===== config.mk =====
export PLATFORM = sky130hd
export DESIGN_NAME = seg_scan_ctrl
export DESIGN_NICKNAME = d
export VERILOG_FILES = /design/src/rtl/seg_pkg.sv /design/src/rtl/seg_glyph_dec.sv /design/src/rtl/seg_scan_ctrl.sv
export SDC_FILE = /design/constraint.sdc
export NUM_CORES = 1
export LEC_CHECK = 0
export CAP_MARGIN = 20
export CORE_MARGIN = 2
export CORE_UTILIZATION = 48
export DETAILED_ROUTE_END_ITERATION = 12
export PLACE_DENSITY = 0.7
export SYNTH_ARGS = -nofsm -noshare
export SYNTH_HDL_FRONTEND = slang
export SYNTH_HIERARCHICAL = 1
export SYNTH_SLANG_ARGS = --single-unit

===== constraint.sdc =====
create_clock -name sys_clk -period 5.7 [get_ports sys_clk]
set_clock_uncertainty 0.1 [all_clocks]
set_input_delay 1.71 -clock sys_clk [delete_from_list [all_inputs] [get_ports sys_clk]]
set_output_delay 1.71 -clock sys_clk [all_outputs]
set_load 0.005 [all_outputs]

===== src/rtl/seg_pkg.sv =====
// Shared definitions for the 7-segment display blocks: digit count, glyph codes, scan states.
// Latency: n/a (constants, types and a pure combinational helper).
// Backpressure: n/a.
package seg_pkg;

    localparam int NUM_DIG = 6;

    // Common-anode, active-low glyphs: bit 7 = dp, bits 6:0 = g..a
    localparam logic [7:0] GLYPH_0     = 8'hC0;
    localparam logic [7:0] GLYPH_1     = 8'hF9;
    localparam logic [7:0] GLYPH_2     = 8'hA4;
    localparam logic [7:0] GLYPH_3     = 8'hB0;
    localparam logic [7:0] GLYPH_4     = 8'h99;
    localparam logic [7:0] GLYPH_5     = 8'h92;
    localparam logic [7:0] GLYPH_6     = 8'h82;
    localparam logic [7:0] GLYPH_7     = 8'hF8;
    localparam logic [7:0] GLYPH_8     = 8'h80;
    localparam logic [7:0] GLYPH_9     = 8'h90;
    localparam logic [7:0] GLYPH_DASH  = 8'hBF;
    localparam logic [7:0] GLYPH_BLANK = 8'hFF;

    typedef enum logic [1:0] {
        IDLE  = 2'd0,
        ON    = 2'd1,
        BLANK = 2'd2
    } state_t;

    // True when nibble idx and every nibble above it are zero (leading-zero region)
    function automatic logic upper_zero(input logic [NUM_DIG*4-1:0] bcd, input logic [2:0] idx);
        logic z;
        z = 1'b1;
        for (int i = 0; i < NUM_DIG; i++) begin
            if (i >= int'(idx) && bcd[4*i +: 4] != 4'd0) z = 1'b0;
        end
        return z;
    endfunction

endpackage


===== src/rtl/seg_glyph_dec.sv =====
// Nibble to active-low 7-segment glyph decoder with decimal point and blanking.
// Latency: purely combinational, zero cycles.
// Backpressure: none.
module seg_glyph_dec
    import seg_pkg::*;
(
    input  logic [3:0] nib,
    input  logic       dp,
    input  logic       blank,
    output logic [7:0] glyph
);

    logic [7:0] pat;

    // Map the nibble to its pattern, then apply blanking or the decimal point
    always_comb begin
        case (nib)
            4'd0:    pat = GLYPH_0;
            4'd1:    pat = GLYPH_1;
            4'd2:    pat = GLYPH_2;
            4'd3:    pat = GLYPH_3;
            4'd4:    pat = GLYPH_4;
            4'd5:    pat = GLYPH_5;
            4'd6:    pat = GLYPH_6;
            4'd7:    pat = GLYPH_7;
            4'd8:    pat = GLYPH_8;
            4'd9:    pat = GLYPH_9;
            default: pat = GLYPH_DASH;
        endcase
        if (blank) glyph = GLYPH_BLANK;
        else       glyph = pat & {~dp, 7'h7F};
    end

endmodule


===== src/rtl/seg_scan_ctrl.sv =====
// Six-digit multiplexed 7-segment scanner with anti-ghost blanking and frame-atomic value updates.
// Latency: seg/sel lag the state/digit register by one cycle; a value accepted mid-frame shows from the next frame.
// Backpressure: upd_ready drops while a value is pending; it reopens on the frame_done cycle or in IDLE.
module seg_scan_ctrl
    import seg_pkg::*;
#(
    parameter int CNT_MAX   = 49_999,
    parameter int BLANK_CYC = 500
) (
    input  logic        sys_clk,
    input  logic        sys_rst,
    input  logic        en,
    input  logic        upd_valid,
    output logic        upd_ready,
    input  logic [23:0] upd_bcd,
    input  logic [5:0]  upd_dp,
    output logic [7:0]  seg,
    output logic [5:0]  sel,
    output logic        frame_done
);

    localparam int CMAX = (CNT_MAX > BLANK_CYC) ? CNT_MAX : BLANK_CYC;
    localparam int CW   = $clog2(CMAX + 1);
    localparam logic [CW-1:0] ON_LAST    = CW'(CNT_MAX);
    localparam logic [CW-1:0] BLANK_LAST = CW'(BLANK_CYC - 1);
    localparam logic [2:0]    LAST_DIG   = 3'(NUM_DIG - 1);

    state_t        state;
    logic [2:0]    digit;
    logic [CW-1:0] cnt;

    logic [23:0]   pend_bcd;
    logic [5:0]    pend_dp;
    logic          pend_full;
    logic [23:0]   disp_bcd;
    logic [5:0]    disp_dp;

    logic [3:0]    nib;
    logic          dpb;
    logic          lz_blank;
    logic [7:0]    glyph;
    logic          frame_end;
    logic          accept;
    logic          xfer;

    assign upd_ready = ~pend_full;
    assign accept    = upd_valid & ~pend_full;
    assign frame_end = (state == BLANK) && (cnt == BLANK_LAST) && (digit == LAST_DIG);
    // Swap only at a frame boundary or while idle, so a frame never mixes two values
    assign xfer      = pend_full & ((frame_end & en) | (state == IDLE));

    // Select the current digit's nibble/dp and decide leading-zero suppression
    always_comb begin
        nib = disp_bcd[3:0];
        dpb = disp_dp[0];
        for (int i = 0; i < NUM_DIG; i++) begin
            if (digit == 3'(i)) begin
                nib = disp_bcd[4*i +: 4];
                dpb = disp_dp[i];
            end
        end
        lz_blank = (digit != 3'd0) && !dpb && upper_zero(disp_bcd, digit);
    end

    seg_glyph_dec u_dec (
        .nib   (nib),
        .dp    (dpb),
        .blank (lz_blank),
        .glyph (glyph)
    );

    // Scan FSM: ON/BLANK timing, digit rotation and registered display outputs
    always_ff @(posedge sys_clk or posedge sys_rst) begin
        if (sys_rst) begin
            state      <= IDLE;
            digit      <= 3'd0;
            cnt        <= '0;
            seg        <= GLYPH_BLANK;
            sel        <= 6'd0;
            frame_done <= 1'b0;
        end else begin
            frame_done <= 1'b0;
            seg        <= GLYPH_BLANK;
            sel        <= 6'd0;
            if (!en) begin
                // Outputs blank on the same edge that drops to IDLE
                state <= IDLE;
                digit <= 3'd0;
                cnt   <= '0;
            end else begin
                if (state == ON) begin
                    seg <= glyph;
                    sel <= 6'd1 << digit;
                end
                case (state)
                    IDLE: begin
                        state <= ON;
                        digit <= 3'd0;
                        cnt   <= '0;
                    end
                    ON: begin
                        if (cnt == ON_LAST) begin
                            state <= BLANK;
                            cnt   <= '0;
                        end else begin
                            cnt <= cnt + CW'(1);
                        end
                    end
                    BLANK: begin
                        if (cnt == BLANK_LAST) begin
                            state      <= ON;
                            cnt        <= '0;
                            digit      <= (digit == LAST_DIG) ? 3'd0 : digit + 3'd1;
                            frame_done <= (digit == LAST_DIG);
                        end else begin
                            cnt <= cnt + CW'(1);
                        end
                    end
                    default: begin
                        state <= IDLE;
                        digit <= 3'd0;
                        cnt   <= '0;
                    end
                endcase
            end
        end
    end

    // Update handshake: one pending slot feeding the display register
    always_ff @(posedge sys_clk or posedge sys_rst) begin
        if (sys_rst) begin
            pend_full <= 1'b0;
            pend_bcd  <= 24'd0;
            pend_dp   <= 6'd0;
            disp_bcd  <= 24'd0;
            disp_dp   <= 6'd0;
        end else if (accept) begin
            pend_bcd  <= upd_bcd;
            pend_dp   <= upd_dp;
            pend_full <= 1'b1;
        end else if (xfer) begin
            disp_bcd  <= pend_bcd;
            disp_dp   <= pend_dp;
            pend_full <= 1'b0;
        end
    end

endmodule

# Word level (Yosys, flattened, before mapping)
# Memory sizes are Yosys's and may differ from the RTL's.
# Cells that the tools add are included.
# word_totals
ff_bits,97
romBits,112
in_bits,34
output_inout_bits,16
word_cells,102
n_memories,1
# mem_list
name,depth,width,read_ports,rd_ports_with_merged_regs,write_ports,line_no,source
(name not given),16,7,1,0,0,seg_glyph_dec.sv:17,case (nib)
# classes
addsub,2
order_cmp,6
n_eq_ne,12
shift,1
muxes,38
bitwise,8
n_reduce_logical,23
# op_table
operator,count
16-bit two-way mux,3
16-bit one-hot mux with 2 select lines,1
8-bit two-way mux,3
4-bit nonzero test,6
4-bit two-way mux,5
16-bit by 1-bit adder with 16-bit output (second input constant),1
16-bit == test (second input constant),1
16-bit by 9-bit == test with 1-bit output (second input constant),1
1-bit two-way mux,16
6-bit two-way mux,2
1-bit logical AND,10
3-bit two-way mux,3
8-bit AND,1
3-bit by 2-bit == test with 1-bit output (second input constant),2
3-bit == test (second input constant),2
1-bit by 3-bit >= comparator with 1-bit output (first input constant),2
2-bit by 3-bit >= comparator with 1-bit output (first input constant),2
3-bit >= comparator (first input constant),2
2-bit two-way mux,3
3-bit by 2-bit inequality test with 1-bit output (second input constant),2
2-bit one-hot mux with 3 select lines,1
3-bit one-hot mux with 2 select lines,1
2-bit AND reduction,3
1-bit by 3-bit << shifter with 6-bit output (first input constant),1
12 further kinds,16

# Longest topological paths before layout
# logic_depth
word_depth,12
mapped_depth,14
mapped_depth_nobuf,13

# Modules after synthesis
# The synthesis kept the hierarchy.
# modules_own_cells
module,n_inst,cells_each,area_per_inst_um2
seg_scan_ctrl,1,352,4414.2
seg_glyph_dec,1,37,242.7

# Least setup slack after synthesis
# No wires, ideal clock.
# synth_path
path_type,register -> register
from,register digit[0]
to,register seg[0]
setup_ns,0.084
t_arrival_ns,3.029
setup_slack_ns,2.487
path_stages_with_launch,14
period_less_slack_ns,3.213
path_cell_list,dfrtp_1 > clkbuf_1 > inv_1 > ha_1 > inv_1 > a21oi_1 > o221ai_1 > a311oi_1 > inv_1 > ha_1 > or2_1 > a211oi_2 > nor2_1 > or2_2
# synth_between
elab_cells_between_ends,42
# synth_rtl
element,line_no,source
from (decl),seg_scan_ctrl.sv:29,logic [2:0] digit;
from (signal assigned),seg_scan_ctrl.sv:113,digit <= (digit == LAST_DIG) ? 3'd0 : digit + 3'd1;
3-bit by 1-bit == test with 1-bit output,seg_scan_ctrl.sv:57,if (digit == 3'(i)) begin
4-bit two-way mux (4 in a row),seg_scan_ctrl.sv:57,
4-bit two-way mux (*),seg_scan_ctrl.sv:57,
via nib[1],seg_scan_ctrl.sv:38,logic [3:0] nib;
memory 16 x 7 bit (*),--,
8-bit AND (*),seg_glyph_dec.sv:31,"else glyph = pat & {~dp, 7'h7F};"
8-bit two-way mux (*),seg_glyph_dec.sv:30,if (blank) glyph = GLYPH_BLANK;
via glyph[0],seg_scan_ctrl.sv:41,logic [7:0] glyph;
8-bit two-way mux (*),seg_scan_ctrl.sv:91,if (state == ON) begin
8-bit two-way mux (*),seg_scan_ctrl.sv:85,if (!en) begin
to (signal assigned),seg_scan_ctrl.sv:92,seg <= glyph;
to (decl),seg_scan_ctrl.sv:17,"output logic [7:0] seg,"
# Mark *: on every way through the listed nets, which the timed path passes. The rest lies on a longest branch.
# A chain may end at the register's enable or synchronous reset.

# Worst setup path in the final report
# layout_path
from,register digit[2]
to,register seg[0]
# The elaborated chain is that of the path after synthesis.

==> run_results.csv <==
group,metric,value,unit
die,dieArea,10500,um2
grt,track_usage,18.7,%
worst_setup_path,cp_cell_sequence,"clkinv_1 > nor3_1 > nor3_1 > a311oi_1 > inv_1 > ha_1 > or2_1 > a211oi_2 > nor2_1 > or2_2",
routing,drtIter0Drc,95,
final_layout,final_cell_mix,"dfrtp_1 (89), clkdlybuf4s50_1 (49), nor2_1 (34)",
power,pwr_density_cell,464,nW/um2
cts,htreeDepth,3,
worst_setup_path,cp_max_fo,16,
die,placementRows,35,
worst_setup_path,crit_top_cell,"nor3_1",
cts,cts_resized,0,
timing,final.setup.tns,0,ns
die,die_x,103,um
synth,synth_area_leader_cell,"dfrtp_1",
grt,overflow,0,
timing,hold_violations,0,
timing,worst_slew_pin_slew,1.01,ns
synth,synthesis.area,4660,um2
synth,async_flop_share,100,%
placement,port_buffers,49,
routing,drc,0,
cts,postCtsHoldBufs,0,
synth,yosys-top-cells-area,"dfrtp_1 (48%), mux2_4 (9.7%), mux2_2 (7.7%)",
grt,grt_pass1_wl,15200,um
final_layout,antennaDiodeCount,0,
cts,clkLatencyLatePin,0.37,ns
timing,slew_headroom,32.5,%
final_layout,fin_area,5480,um2
placement,dpl_cell_area,5280,um2
final_layout,final_core_util,58.7,%
final_layout,nNetsFinal,487,
timing,setup_violations,0,
synth,ys_seq_area_share,52.3,%
die,start_util,49.9,%
routing,vias_per_cell,5.28,
worst_setup_path,setup.worst_path.end_class,"flop",
placement,dpl.hpwl,6240,um
grt,antenna_found_initial,0,
synth,synth_fp_nets,437,
cts,root_buffer,"clkbuf_8",
routing,avgRoutedWirePerCell,15.0,um
routing,drt_first_pass_iters,4,
worst_setup_path,critical_path_arrival,4.04,ns
synth,synth_cell_type_count,51,
min_path,whs_path_depth,1,
power,p_leak,2.34,nW
synth,synth_ff_type,"dfrtp_1",
final_layout,final_common_cell,"dfrtp_1",
cts,cts_setup_buffers,0,
worst_setup_path,path_class,"reg2reg",
final_layout,num-fill-cells,785,
final_layout,areaGrowthSynthToFinish,17.7,%
synth,synth-edff-count,0,
worst_setup_path,r2r_cells,10,
final_layout,layout-drive-gt1-share,24.3,%
synth,syn_area_per_cell,12.0,um2
synth,synth-seq-cells,97,
job,maxCapViolCount,0,
status,status,"complete, no violations",
routing,route.vias.total,3025,
routing,drt-total-wl,8600,um
cts,clockBufferDepth,2,
timing,clock.fmax,0.260,GHz
worst_setup_path,cp_slowest_stage_delay,0.67,ns
worst_setup_path,timing.critical_path.required,5.89,ns
cts,clk_pin_slew,0.09,ns
synth,syn-instance-count,389,
routing,ant_nets,0,
min_path,min_path_type,"reg2reg",
die,die_h,103,um
worst_setup_path,cp-start-kind,"flop",
power,vdd_drop_max,222,uV
timing,rsz0062_at_grt,"false",
grt,grt_max_degree,50,
cts,cts_buffers,9,
synth,synth_top_area_share,47.8,%
die,top_level_ports,50,
grt,grt_pass1_vias,3125,
die,coreArea,9330,um2
cts,cts.sinks,97,
cts,cts_tree,"done",
timing,slew_violations,0,
timing,period_share,67.5,%
timing,layout_min_cycle_time,3.85,ns
worst_setup_path,crit_slowest_cell,"a311oi_1",
placement,gp_congestion,0.918,
synth,yosysWarnings,6,
-- cell usage after synthesis (all sizes together), types with 3 or more instances --
cell	number
dfrtp	89
mux2	62
nor2	34
nand2	21
inv	17
o21ai	15
ha	14
nor3	14
a21oi	10
clkbuf	10
xnor2	10
or2	9
dfstp	8
nand3	7
buf	6
nand4	6
nor4	6
or4	5
xor2	5
nand2b	4
nor2b	4
a311oi	3
o221ai	3
or3	3
-- per-stage QoR --
step	hold slack, ns	setup slack (ns)	total power, W	cells
3_3_place_gp	0.366	1.66	0.00206	557
5_1_grt	0.431	1.50	0.00272	573
6_report	0.396	1.85	0.00254	573
4_1_cts	0.401	1.92	0.00257	573
3_5_place_dp	0.387	1.58	0.00211	557
2_1_floorplan	0.345	1.37	0.00186	389
-- kinds of logic (layout without fill, tap and decap cells) --
kind of cell | after synthesis | after routing | synth area share (%)
and+or+nand+nor | 121 | 121 | 13.6
DFF | 97 | 97 | 52.3
muxes | 64 | 64 | 17.8
AOI/OAI and AO/OA | 44 | 44 | 6.31
buffers and inverters | 34 | 89 | 3.36
xor gates and xnor gates | 15 | 15 | 2.82
adders and majority gates | 14 | 14 | 3.76
-- routing by layer --
layer	global-route usage (%)	vias to the layer above	part of all wire, %
met5	0	-	0
met4	7.28	0	2.2
met3	3.12	18	3.2
met2	28.4	69	47
met1	27.0	1482	48
li1	-	1456	-
-- worst max-delay path: cells and delay by family, from the launching register on --
family / cells / cell delay, ns
adders and majority gates: 1 / 0.22
DFF: 1 / 0.64
buffers and inverters: 2 / 0.56
AOI/OAI and AO/OA: 2 / 0.92
and+or+nand+nor: 5 / 1.33
-- registers in the layout, summed over array words and instances (netlist names) --
signal      count
seg             8
pend_dp         6
cnt            16
disp_dp         6
digit           3
pend_bcd       24
state           2
pend_full       1
sel             6
frame_done      1
disp_bcd       24
-- cell type report --
| type | instances | area [um2] | area share, % |
|---|---|---|---|
| flip-flops and latches | 97 | 2440 | 44.5 |
| repair buffers | 55 | 536 | 9.77 |
| well taps | 129 | 161 | 2.95 |
| inverters | 18 | 68.8 | 1.26 |
| clock inverters | 6 | 65.1 | 1.19 |
| clock buffers | 10 | 138 | 2.51 |
| multi-input cells | 258 | 2070 | 37.8 |
-- worst paths after layout --
check / from / end / slack (ns)
setup / recovery: digit[2] / seg[0] / 1.85
hold / removal: cnt[0] / cnt[0] / 0.40
setup reg to reg: digit[2] / seg[0] / 1.85
hold reg to reg: cnt[0] / cnt[0] / 0.40
max in group asynchronous: sys_rst / frame_done / 3.06
min in group asynchronous: sys_rst / state[0] / 1.52
-- where the power goes --
group | total [W] | switching [W] | internal (W)
Combinational | 0.000954 | 0.000378 | 0.000576
Clock | 0.000458 | 0.000242 | 0.000216
Sequential | 0.00113 | 0.000182 | 0.000948
Total | 0.00254 | 0.000801 | 0.00174
Power figures use the tool's default switching activity.
